File: src/rtl/fsic_serial_rx_deframer.sv
// -----------------------------------------------------------------------------
// fsic_serial_rx_deframer
//
// Receive side of the FSIC 12-lane IO serial link. Each frame spans four
// ioclk phases. Lanes 0..7 carry tdata (lane j supplies tdata[j*4+p] at
// phase p), lane 8 tstrb, lane 9 tkeep, lane 10 {tid,tuser}, and lane 11 is
// control: p0 tready, p1 tvalid, p2 tlast, p3 reserved. The block hunts for
// the first lane-11 high sample, takes it as phase 0, then free-runs the
// phase counter. Complete valid frames are pushed into a small FIFO that
// feeds the local axis switch.
//
// Optional build macro: FSIC_RX_FRAME_CHECK_EN
//   Defined   : a set reserved bit at phase 3 is a framing error; the frame
//               is dropped, rx_err_cnt counts it and the block re-hunts.
//   Undefined : the reserved bit is ignored and rx_err_cnt reads 0.
//
// Ports
//   ioclk, axis_rst      clock, synchronous active-high reset
//   rxen                 receive enable (level); low forces IDLE
//   serial_rxd[11:0]     serial lanes
//   is_as_t*             FIFO head beat (zero while the FIFO is empty)
//   is_as_tvalid/tready  downstream handshake
//   remote_tready        tready bit of the latest accepted frame
//   rx_aligned           frame lock held
//   rx_received_data     a frame completed since lock was acquired
//   rx_overflow          sticky: a valid beat was dropped on a full FIFO
//   rx_drop_cnt          saturating dropped-beat count
//   rx_err_cnt           saturating framing-error count
// -----------------------------------------------------------------------------
module fsic_serial_rx_deframer #(
  parameter int pSERIALIO_WIDTH = 12,
  parameter int pDATA_WIDTH     = 32,
  parameter int pCLK_RATIO      = 4,
  parameter int pRxFIFO_DEPTH   = 5
) (
  input  logic                       ioclk,
  input  logic                       axis_rst,
  input  logic                       rxen,
  input  logic [pSERIALIO_WIDTH-1:0] serial_rxd,
  output logic [pDATA_WIDTH-1:0]     is_as_tdata,
  output logic [pCLK_RATIO-1:0]      is_as_tstrb,
  output logic [pCLK_RATIO-1:0]      is_as_tkeep,
  output logic [1:0]                 is_as_tid,
  output logic [1:0]                 is_as_tuser,
  output logic                       is_as_tlast,
  output logic                       is_as_tvalid,
  input  logic                       is_as_tready,
  output logic                       remote_tready,
  output logic                       rx_aligned,
  output logic                       rx_received_data,
  output logic                       rx_overflow,
  output logic [7:0]                 rx_drop_cnt,
  output logic [7:0]                 rx_err_cnt
);

  localparam int DLANES = pDATA_WIDTH / pCLK_RATIO;
  localparam int L_STRB = DLANES;
  localparam int L_KEEP = DLANES + 1;
  localparam int L_IDU  = DLANES + 2;
  localparam int L_CTRL = DLANES + 3;
  localparam int PH_W   = $clog2(pCLK_RATIO);
  localparam int PTR_W  = (pRxFIFO_DEPTH > 1) ? $clog2(pRxFIFO_DEPTH) : 1;
  localparam int CNT_W  = $clog2(pRxFIFO_DEPTH + 1);
  localparam int BEAT_W = pDATA_WIDTH + 2 * pCLK_RATIO + 4 + 1;

  typedef enum logic [1:0] {
    ST_IDLE = 2'd0,
    ST_HUNT = 2'd1,
    ST_LOCK = 2'd2
  } state_e;

  function automatic logic [PTR_W-1:0] ptr_inc(input logic [PTR_W-1:0] p);
    return (p == PTR_W'(pRxFIFO_DEPTH - 1)) ? '0 : p + 1'b1;
  endfunction

  function automatic logic [7:0] sat_inc8(input logic [7:0] c);
    return (c == 8'hFF) ? c : c + 8'd1;
  endfunction

  state_e                 state_q;
  logic [PH_W-1:0]        phase_q;
  logic                   aligned_q;
  logic                   rcvd_q;
  logic                   rtr_q;

  // Per-lane history of phases 0..2; the phase-3 bit is taken live.
  logic [pCLK_RATIO-2:0]  asm_q [pSERIALIO_WIDTH];
  logic [pCLK_RATIO-1:0]  lane_word [L_CTRL];

  logic [pDATA_WIDTH-1:0] frm_tdata;
  logic [pCLK_RATIO-1:0]  frm_tstrb;
  logic [pCLK_RATIO-1:0]  frm_tkeep;
  logic [3:0]             frm_idu;
  logic [pCLK_RATIO-2:0]  frm_ctrl;   // {tlast, tvalid, tready}
  logic [BEAT_W-1:0]      beat_in;

  logic                   frame_done;
  logic                   frame_err;
  logic                   push_req;

  logic [BEAT_W-1:0]      mem_q [pRxFIFO_DEPTH];
  logic [PTR_W-1:0]       wptr_q;
  logic [PTR_W-1:0]       rptr_q;
  logic [CNT_W-1:0]       cnt_q;
  logic                   ovf_q;
  logic [7:0]             drop_q;
  logic                   fifo_full;
  logic                   fifo_pop;
  logic                   push_ok;
  logic                   push_drop;
  logic [BEAT_W-1:0]      head;

  // ---- lane assembly ----
  always_ff @(posedge ioclk) begin
    if (rxen) begin
      for (int j = 0; j < pSERIALIO_WIDTH; j++) begin
        asm_q[j] <= {serial_rxd[j], asm_q[j][pCLK_RATIO-2:1]};
      end
    end
  end

  always_comb begin
    for (int j = 0; j < L_CTRL; j++) begin
      lane_word[j] = {serial_rxd[j], asm_q[j]};
    end
    frm_tdata = '0;
    for (int j = 0; j < DLANES; j++) begin
      frm_tdata[j*pCLK_RATIO +: pCLK_RATIO] = lane_word[j];
    end
    frm_tstrb = lane_word[L_STRB];
    frm_tkeep = lane_word[L_KEEP];
    frm_idu   = lane_word[L_IDU];
    frm_ctrl  = asm_q[L_CTRL];
    beat_in   = {frm_tdata, frm_tstrb, frm_tkeep, frm_idu, frm_ctrl[2]};
  end

  assign frame_done = rxen && (state_q == ST_LOCK) &&
                      (phase_q == PH_W'(pCLK_RATIO - 1));

`ifdef FSIC_RX_FRAME_CHECK_EN
  logic [7:0] err_q;

  assign frame_err = frame_done & serial_rxd[L_CTRL];

  always_ff @(posedge ioclk) begin
    if (axis_rst) begin
      err_q <= '0;
    end else if (frame_err) begin
      err_q <= sat_inc8(err_q);
    end
  end

  assign rx_err_cnt = err_q;
`else
  assign frame_err  = 1'b0;
  assign rx_err_cnt = '0;
`endif

  assign push_req = frame_done & ~frame_err & frm_ctrl[1];

  // ---- frame state machine ----
  always_ff @(posedge ioclk) begin
    if (axis_rst) begin
      state_q   <= ST_IDLE;
      phase_q   <= '0;
      aligned_q <= 1'b0;
      rcvd_q    <= 1'b0;
      rtr_q     <= 1'b0;
    end else if (!rxen) begin
      // Any partial frame is abandoned; the FIFO keeps draining.
      state_q   <= ST_IDLE;
      phase_q   <= '0;
      aligned_q <= 1'b0;
      rcvd_q    <= 1'b0;
    end else begin
      unique case (state_q)
        ST_IDLE: state_q <= ST_HUNT;
        ST_HUNT: begin
          if (serial_rxd[L_CTRL]) begin
            state_q   <= ST_LOCK;
            phase_q   <= PH_W'(1);
            aligned_q <= 1'b1;
          end
        end
        ST_LOCK: begin
          phase_q <= phase_q + 1'b1;
          if (frame_done) begin
            if (frame_err) begin
              state_q   <= ST_HUNT;
              phase_q   <= '0;
              aligned_q <= 1'b0;
            end else begin
              rtr_q  <= frm_ctrl[0];
              rcvd_q <= 1'b1;
            end
          end
        end
        default: state_q <= ST_IDLE;
      endcase
    end
  end

  // ---- receive FIFO ----
  assign fifo_full = (cnt_q == CNT_W'(pRxFIFO_DEPTH));
  assign fifo_pop  = (cnt_q != '0) & is_as_tready;
  // When full, a same-cycle pop frees the slot the push lands in.
  assign push_ok   = push_req & (~fifo_full | fifo_pop);
  assign push_drop = push_req & fifo_full & ~fifo_pop;

  always_ff @(posedge ioclk) begin
    if (push_ok) begin
      mem_q[wptr_q] <= beat_in;
    end
  end

  always_ff @(posedge ioclk) begin
    if (axis_rst) begin
      wptr_q <= '0;
      rptr_q <= '0;
      cnt_q  <= '0;
      ovf_q  <= 1'b0;
      drop_q <= '0;
    end else begin
      if (push_ok) wptr_q <= ptr_inc(wptr_q);
      if (fifo_pop) rptr_q <= ptr_inc(rptr_q);
      unique case ({push_ok, fifo_pop})
        2'b10:   cnt_q <= cnt_q + 1'b1;
        2'b01:   cnt_q <= cnt_q - 1'b1;
        default: cnt_q <= cnt_q;
      endcase
      if (push_drop) begin
        ovf_q  <= 1'b1;
        drop_q <= sat_inc8(drop_q);
      end
    end
  end

  assign head         = mem_q[rptr_q];
  assign is_as_tvalid = (cnt_q != '0);
  assign {is_as_tdata, is_as_tstrb, is_as_tkeep, is_as_tid, is_as_tuser, is_as_tlast} =
         is_as_tvalid ? head : '0;

  assign remote_tready    = rtr_q;
  assign rx_aligned       = aligned_q;
  assign rx_received_data = rcvd_q;
  assign rx_overflow      = ovf_q;
  assign rx_drop_cnt      = drop_q;

endmodule

File: config.mk
export PLATFORM = sky130hd
export DESIGN_NAME = fsic_serial_rx_deframer
export DESIGN_NICKNAME = d
export VERILOG_FILES = /design/src/rtl/fsic_serial_rx_deframer.sv
export SDC_FILE = /design/constraint.sdc
export NUM_CORES = 1
export LEC_CHECK = 0
export ABC_AREA = 1
export CAP_MARGIN = 20
export CORE_MARGIN = 1.5
export CORE_UTILIZATION = 35
export CTS_CLUSTER_DIAMETER = 60
export DETAILED_ROUTE_END_ITERATION = 10
export GPL_TIMING_DRIVEN = 0
export MAX_ROUTING_LAYER = met4
export PLACE_DENSITY = 0.6
export SLEW_MARGIN = 20
export SYNTH_ARGS = -nofsm -noshare
export SYNTH_HDL_FRONTEND = slang
export SYNTH_SLANG_ARGS = --single-unit
File: constraint.sdc
create_clock -name ioclk -period 9.25 [get_ports ioclk]
set_input_delay 2.3125 -clock ioclk [delete_from_list [all_inputs] [get_ports ioclk]]
set_output_delay 2.3125 -clock ioclk [all_outputs]
set_load 0.005 [all_outputs]
## After elaboration in Yosys (flattened, before gate mapping)

Memories as Yosys holds them, arrays and structs flattened. A register that Yosys moved wholly into a read port is not among the register bits.
Cells that the tools add are included.
W data, S select, Z words.

- Add/sub/neg operators: 6
- Equal/unequal tests: 10
- Reductions and logical operators: 13
- Mux-type cells: 14
- Bitwise operators: 11

Operator list:

| operator | number |
|---|---|
| $mux W45 | 1 |
| $mux W3 | 4 |
| $reduce_and A2 Y1 | 5 |
| $add A3 B1 Y3 const B | 3 |
| $eq A3 B3 Y1 const B | 3 |
| $add A8 B1 Y8 const B | 1 |
| $eq A8 B8 Y1 const B | 1 |
| $eq A2 B2 Y1 const B | 3 |
| $pmux W2 S3 | 1 |
| $pmux W3 S2 | 1 |
| $and A1 B1 Y1 | 5 |
| $not A1 Y1 | 5 |
| $eq A2 B1 Y1 const B | 2 |
| $mux W1 | 4 |
| $mux W2 | 2 |
| $pmux W2 S2 | 1 |
| $reduce_bool A2 Y1 | 2 |
| $reduce_and A3 Y1 | 1 |
| $reduce_bool A3 Y1 | 1 |
| $sub A3 B1 Y3 const B | 1 |
| $add A2 B1 Y2 const B | 1 |
| $logic_and A1 B1 Y1 | 2 |
| $logic_not A2 Y1 | 1 |
| $ne A2 B2 Y1 const B | 1 |
| 2 further kinds | 2 |

- Flip-flop bits (word level): 25
- RAM bits: 261
- Memories kept: 2
- Logic and storage cells: 66
- Output and inout bits: 66
- Input bits: 16

Memory list:

| name | words | width | rd ports | clocked after Yosys merged registers in | write ports | line | RTL |
|---|---|---|---|---|---|---|---|
| mem_q | 5 | 45 | 1 | 1 | 1 | 101 | `logic [BEAT_W-1:0] mem_q [pRxFIFO_DEPTH];` |
| asm_q | 12 | 3 | 12 | 0 | 12 | 87 | `logic [pCLK_RATIO-2:0] asm_q [pSERIALIO_WIDTH];` |

## Depth between registers and ports, before layout

- Depth in word-level cells: 7
- Mapped depth: 11
- Depth with buffers taken out: 11

## Worst setup path after synthesis

Ideal clock, no wire load.

- Kind: input port to flip-flop
- Start point: in rxen
- End point: mem mem_q[1][0] (netlist bit), enable pin
- Data required time: 8.691 ns
- Setup slack: 1.662 ns
- Setup time: 0.559 ns
- Arrival: 7.029 ns
- Cell stages on the path: 4
- Buffers on the path: 0
- Cells stage by stage: nand4_2 -> nor2_4 -> nand2_1 -> nor4_1

- Word-level cells in the longest chain between the ends: 6

Ends and longest elaborated chain:

| what | line | RTL |
|---|---|---|
| start: declaration | 38 | `input logic rxen,` |
| $logic_and A1 B1 Y1 (2 in a row) | 137 | `assign frame_done = rxen && (state_q == ST_LOCK) &&` |
| $and A1 B1 Y1 | 159 | `assign push_req = frame_done & ~frame_err & frm_ctrl[1];` |
| $and A1 B1 Y1 | 207 | `assign push_ok = push_req & (~fifo_full \| fifo_pop);` |
| $mux W1 | 211 | `if (push_ok) begin` |
| $mux W1 (not written as such) | 212 | `mem_q[wptr_q] <= beat_in;` |
| end: declaration | 101 |  |

No other way between the ends.

==> metrics list <==
- PwrDens: 256 mW/mm2
- Cell count after synthesis: 949
* Post-detailed-route wirelength per cell: 16.5 um
- Total of fill cells in the finished design: 3032
- For the worst-skew pair, the clock arrives at the later sink with an insertion delay of 540 ps.
* Required time at the worst-slack endpoint: 6940 ps
- Internal cell power: 0.00251 W
- Switching portion of total power: 0.300
- In this run the remaining antenna-violating nets after routing total 0.
* Highest net fanout along the worst path: 10
* Clock share of power: 0.305
- Post-synthesis average cell area: 12.1 um2
- Leaving out fill and tap cells, the most frequent cells in the layout are edfxtp_1, o21ai_0, nor2_1, inv_1, clkdlybuf4s50_1.
- Ratio of routed vias to standard cells: 4.72
- For this design, the sink count on the clock tree is 289.
- The analysis attributes to cell leakage a power of 5.24 nW.
- After synthesis, the netlist uses 31 different library cells.
- Run status: finished clean
- STA classifies the critical path startpoint as a flip-flop.
* Clk buf depth: 3
* Share of final-layout standard cells stronger than drive strength 1: 0.112
* Count of final setup violators: 0
- Setup repair after global routing left no endpoint under its margin.
* Portion of total power attributed to combinational logic: 0.282
- Worst slew slack as a fraction of its limit: 0.521
- Leading cell type in the layout, fill and taps excluded: edfxtp_1
* CP top delay family: buffers and inverters
- The floorplan step defined a die boundary enclosing 0.0338 mm2.
- The floorplan step set the die width to 184 um.
- Maximum number of pins on one net before global-route repair: 40
- Summing all multi-input logic gate instances after layout gives 0.00243 mm2.
- Placer Congestion: 0.726
* Power dissipated by switching net loads: 0.00107 W
- For this block, the initial DRC count from the detailed router was 589.
- Bufs and invs on worst path: 4
- Initial antenna violation count: 0
* Period Utilization, post-route: 0.555
* Seq pwr share: 0.412
* Global-route usage over all layers: 0.160
* First-pass iteration count of the detailed router: 5
* Total non-filler cell area in the finished layout: 0.0139 mm2
- The number of gates resized after CTS was 0.
- For this block, the via count after detailed routing is 7371.
- Number of max-capacitance violations reported: 0
- From bottom edge to top edge, the die measures 184 um.
- The number of global-route vias before repair was 7349.
- The min-delay analysis places its worst path in the category reg -> reg.
- Clk pin slew, worst setup/hold paths: 60 ps
- Sequential element share of the synthesized area: 0.733
* Critical path capture point type: output pin
- The routed design has 25700 um of wire.
- Actual slew at the worst max-slew pin: 718 ps
- In this run the cell area of the synthesized design comes to 0.0115 mm2.
- TritonCTS clock tree: yes
* CTS Buf Count: 28
- Initial cell density of the core: 0.354
* Clock tree skew after final layout: 7.54 ps
* Fin. max-slew vios: 0
- Post CTS Setup Buffer Count: 0
* Area occupied by registers: 0.00840 mm2
* Global-route wire length before repair: 40500 um
- Library cell used as clock root buffer: clkbuf_16
- Hold Slack: 460 ps
* Crit-path cells: buf_1, clkbuf_1, a21oi_1, o21ai_0, inv_1, clkdlybuf4s50_1
- Summed over all nets, the half-perimeter wirelength after detailed placement is 16600 um.
- Worst Path Arrival: 2820 ps
* Residual overflow from global routing: 0
- I/O pin total: 82
* Area added between synthesis and finish: 21.7%
* Maximum clock rate: 195 MHz
- Standard-cell row count: 66
* Area of the placeable core: 0.0324 mm2
- Placed cell area: 0.0131 mm2
- Final-stage net count: 1120
- Total DRC errors in the routed layout: 0
* PortBufs: 73
- The worst path in the final design needs a cycle of 5130 ps, including I/O delays and setup.
* Final Hold Fails: 0
* Synthesized flop and latch total: 289
- Synth Warn #: 0
- Largest stage delay on the critical path: 580 ps
- Worst vdd rail ir drop: 0.126 mV
* Number of buffers inserted by hold repair at cts: 0
- Critical-path cell with the highest stage delay: clkbuf_1
- CTS HTree Levels: 1
* CP Class: reg -> out
* Antenna Diode Count: 0
[logic make-up (layout without fill, tap and decap cells)]
family                     Yosys count  count (layout)  synth area share
AOI/OAI and AO/OA                  252             252             0.110
xor gates and xnor gates             3               3           0.00229
adders and majority gates            7               7           0.00830
buffers and inverters              169             332            0.0600
DFF                                289             289             0.733
other                                1               8          0.000327
and+or+nand+nor                    228             228            0.0857
[worst paths after layout]
kind                  from         endpoint  slack [ps]  depth (start not counted)
min reg2reg  remote_tready    remote_tready         460                          2
max reg2reg     phase_q[0]     mem_q[3][24]        6460                          8
max              flip-flop  is_as_tdata[26]        4120                          6
min          remote_tready    remote_tready         460                          2
[through the flow]
stage,util,setup TNS (ps),instances,total power (W),setup WS (ps)
finish,0.431,0,1561,0.00358,4120
global route,0.431,0,1561,0.00378,4000
detailed placement,0.404,0,1509,0.00252,3970
global placement,0.394,-772730,1471,0.00252,-5180
CTS,0.431,0,1561,0.00361,4100
floorplan,-,0,956,0.00202,1660
[synthesized netlist by cell type (all sizes together)]
master  instances  area (um2)
buf            25         146
inv           116         435
xor2            3        26.3
a211o           1        8.76
nand4           5        58.8
ha              6        75.1
a21oi          65         325
nand3b          2        15.0
conb            1        3.75
o21ai         186         931
edfxtp        261        7840
dfxtp          28         561
clkbuf         27         101
nand3          15        80.1
nor4            2        12.5
nor3            6        30.0
clkinv          1        3.75
fa              1        20.0
nand2          36         150
nor2          162         636
[registers in the layout, summed over array words and instances, names as in the netlist, named ones only]
name              cells
rx_overflow           1
mem_q               225
state_q               2
remote_tready         1
cnt_q                 3
rptr_q                3
asm_q                36
phase_q               2
wptr_q                3
rx_aligned            1
rx_received_data      1
rx_drop_cnt           8
[layer usage]
layer | wire length (um) | track usage | up-vias | share of wire
met1 | 11700 | 0.214 | 3577 | 0.46
met2 | 12200 | 0.254 | 169 | 0.47
met5 | 0 | - | - | 0
met4 | 608 | 0.0489 | 0 | 0.024
li1 | - | - | 3582 | -
met3 | 1230 | 0.0218 | 43 | 0.048
[worst reg2reg max path, cell delays in order, from the launching register on]
cell and delay [ps]:
dfxtp_1 350, ha_1 240, nand4_2 200, nor2_4 200, nand2_1 170, nor4_2 510
buf_2 340, buf_2 240, buf_2 230
[area by class of cell]
class / instances / share of cell area
clock inverter: 12 / 0.00601
buffer: 52 / 0.0178
clock buffer: 40 / 0.0571
sequential: 289 / 0.602
inverter: 117 / 0.0315
tap: 442 / 0.0396
multi-input combinational: 498 / 0.174
timing repair buffer: 111 / 0.0719
[power by group through the flow]
stage                     Sequential [W]  Clock, W  Combinational (W)
final                            0.00147   0.00109            0.00101
after floorplan                  0.00150         0           0.000521
after detailed placement         0.00150         0            0.00102
after global routing             0.00148   0.00116            0.00114
after global placement           0.00150         0            0.00101
after CTS                        0.00148   0.00111            0.00103
No activity file was read; power rests on OpenSTA's default activity.
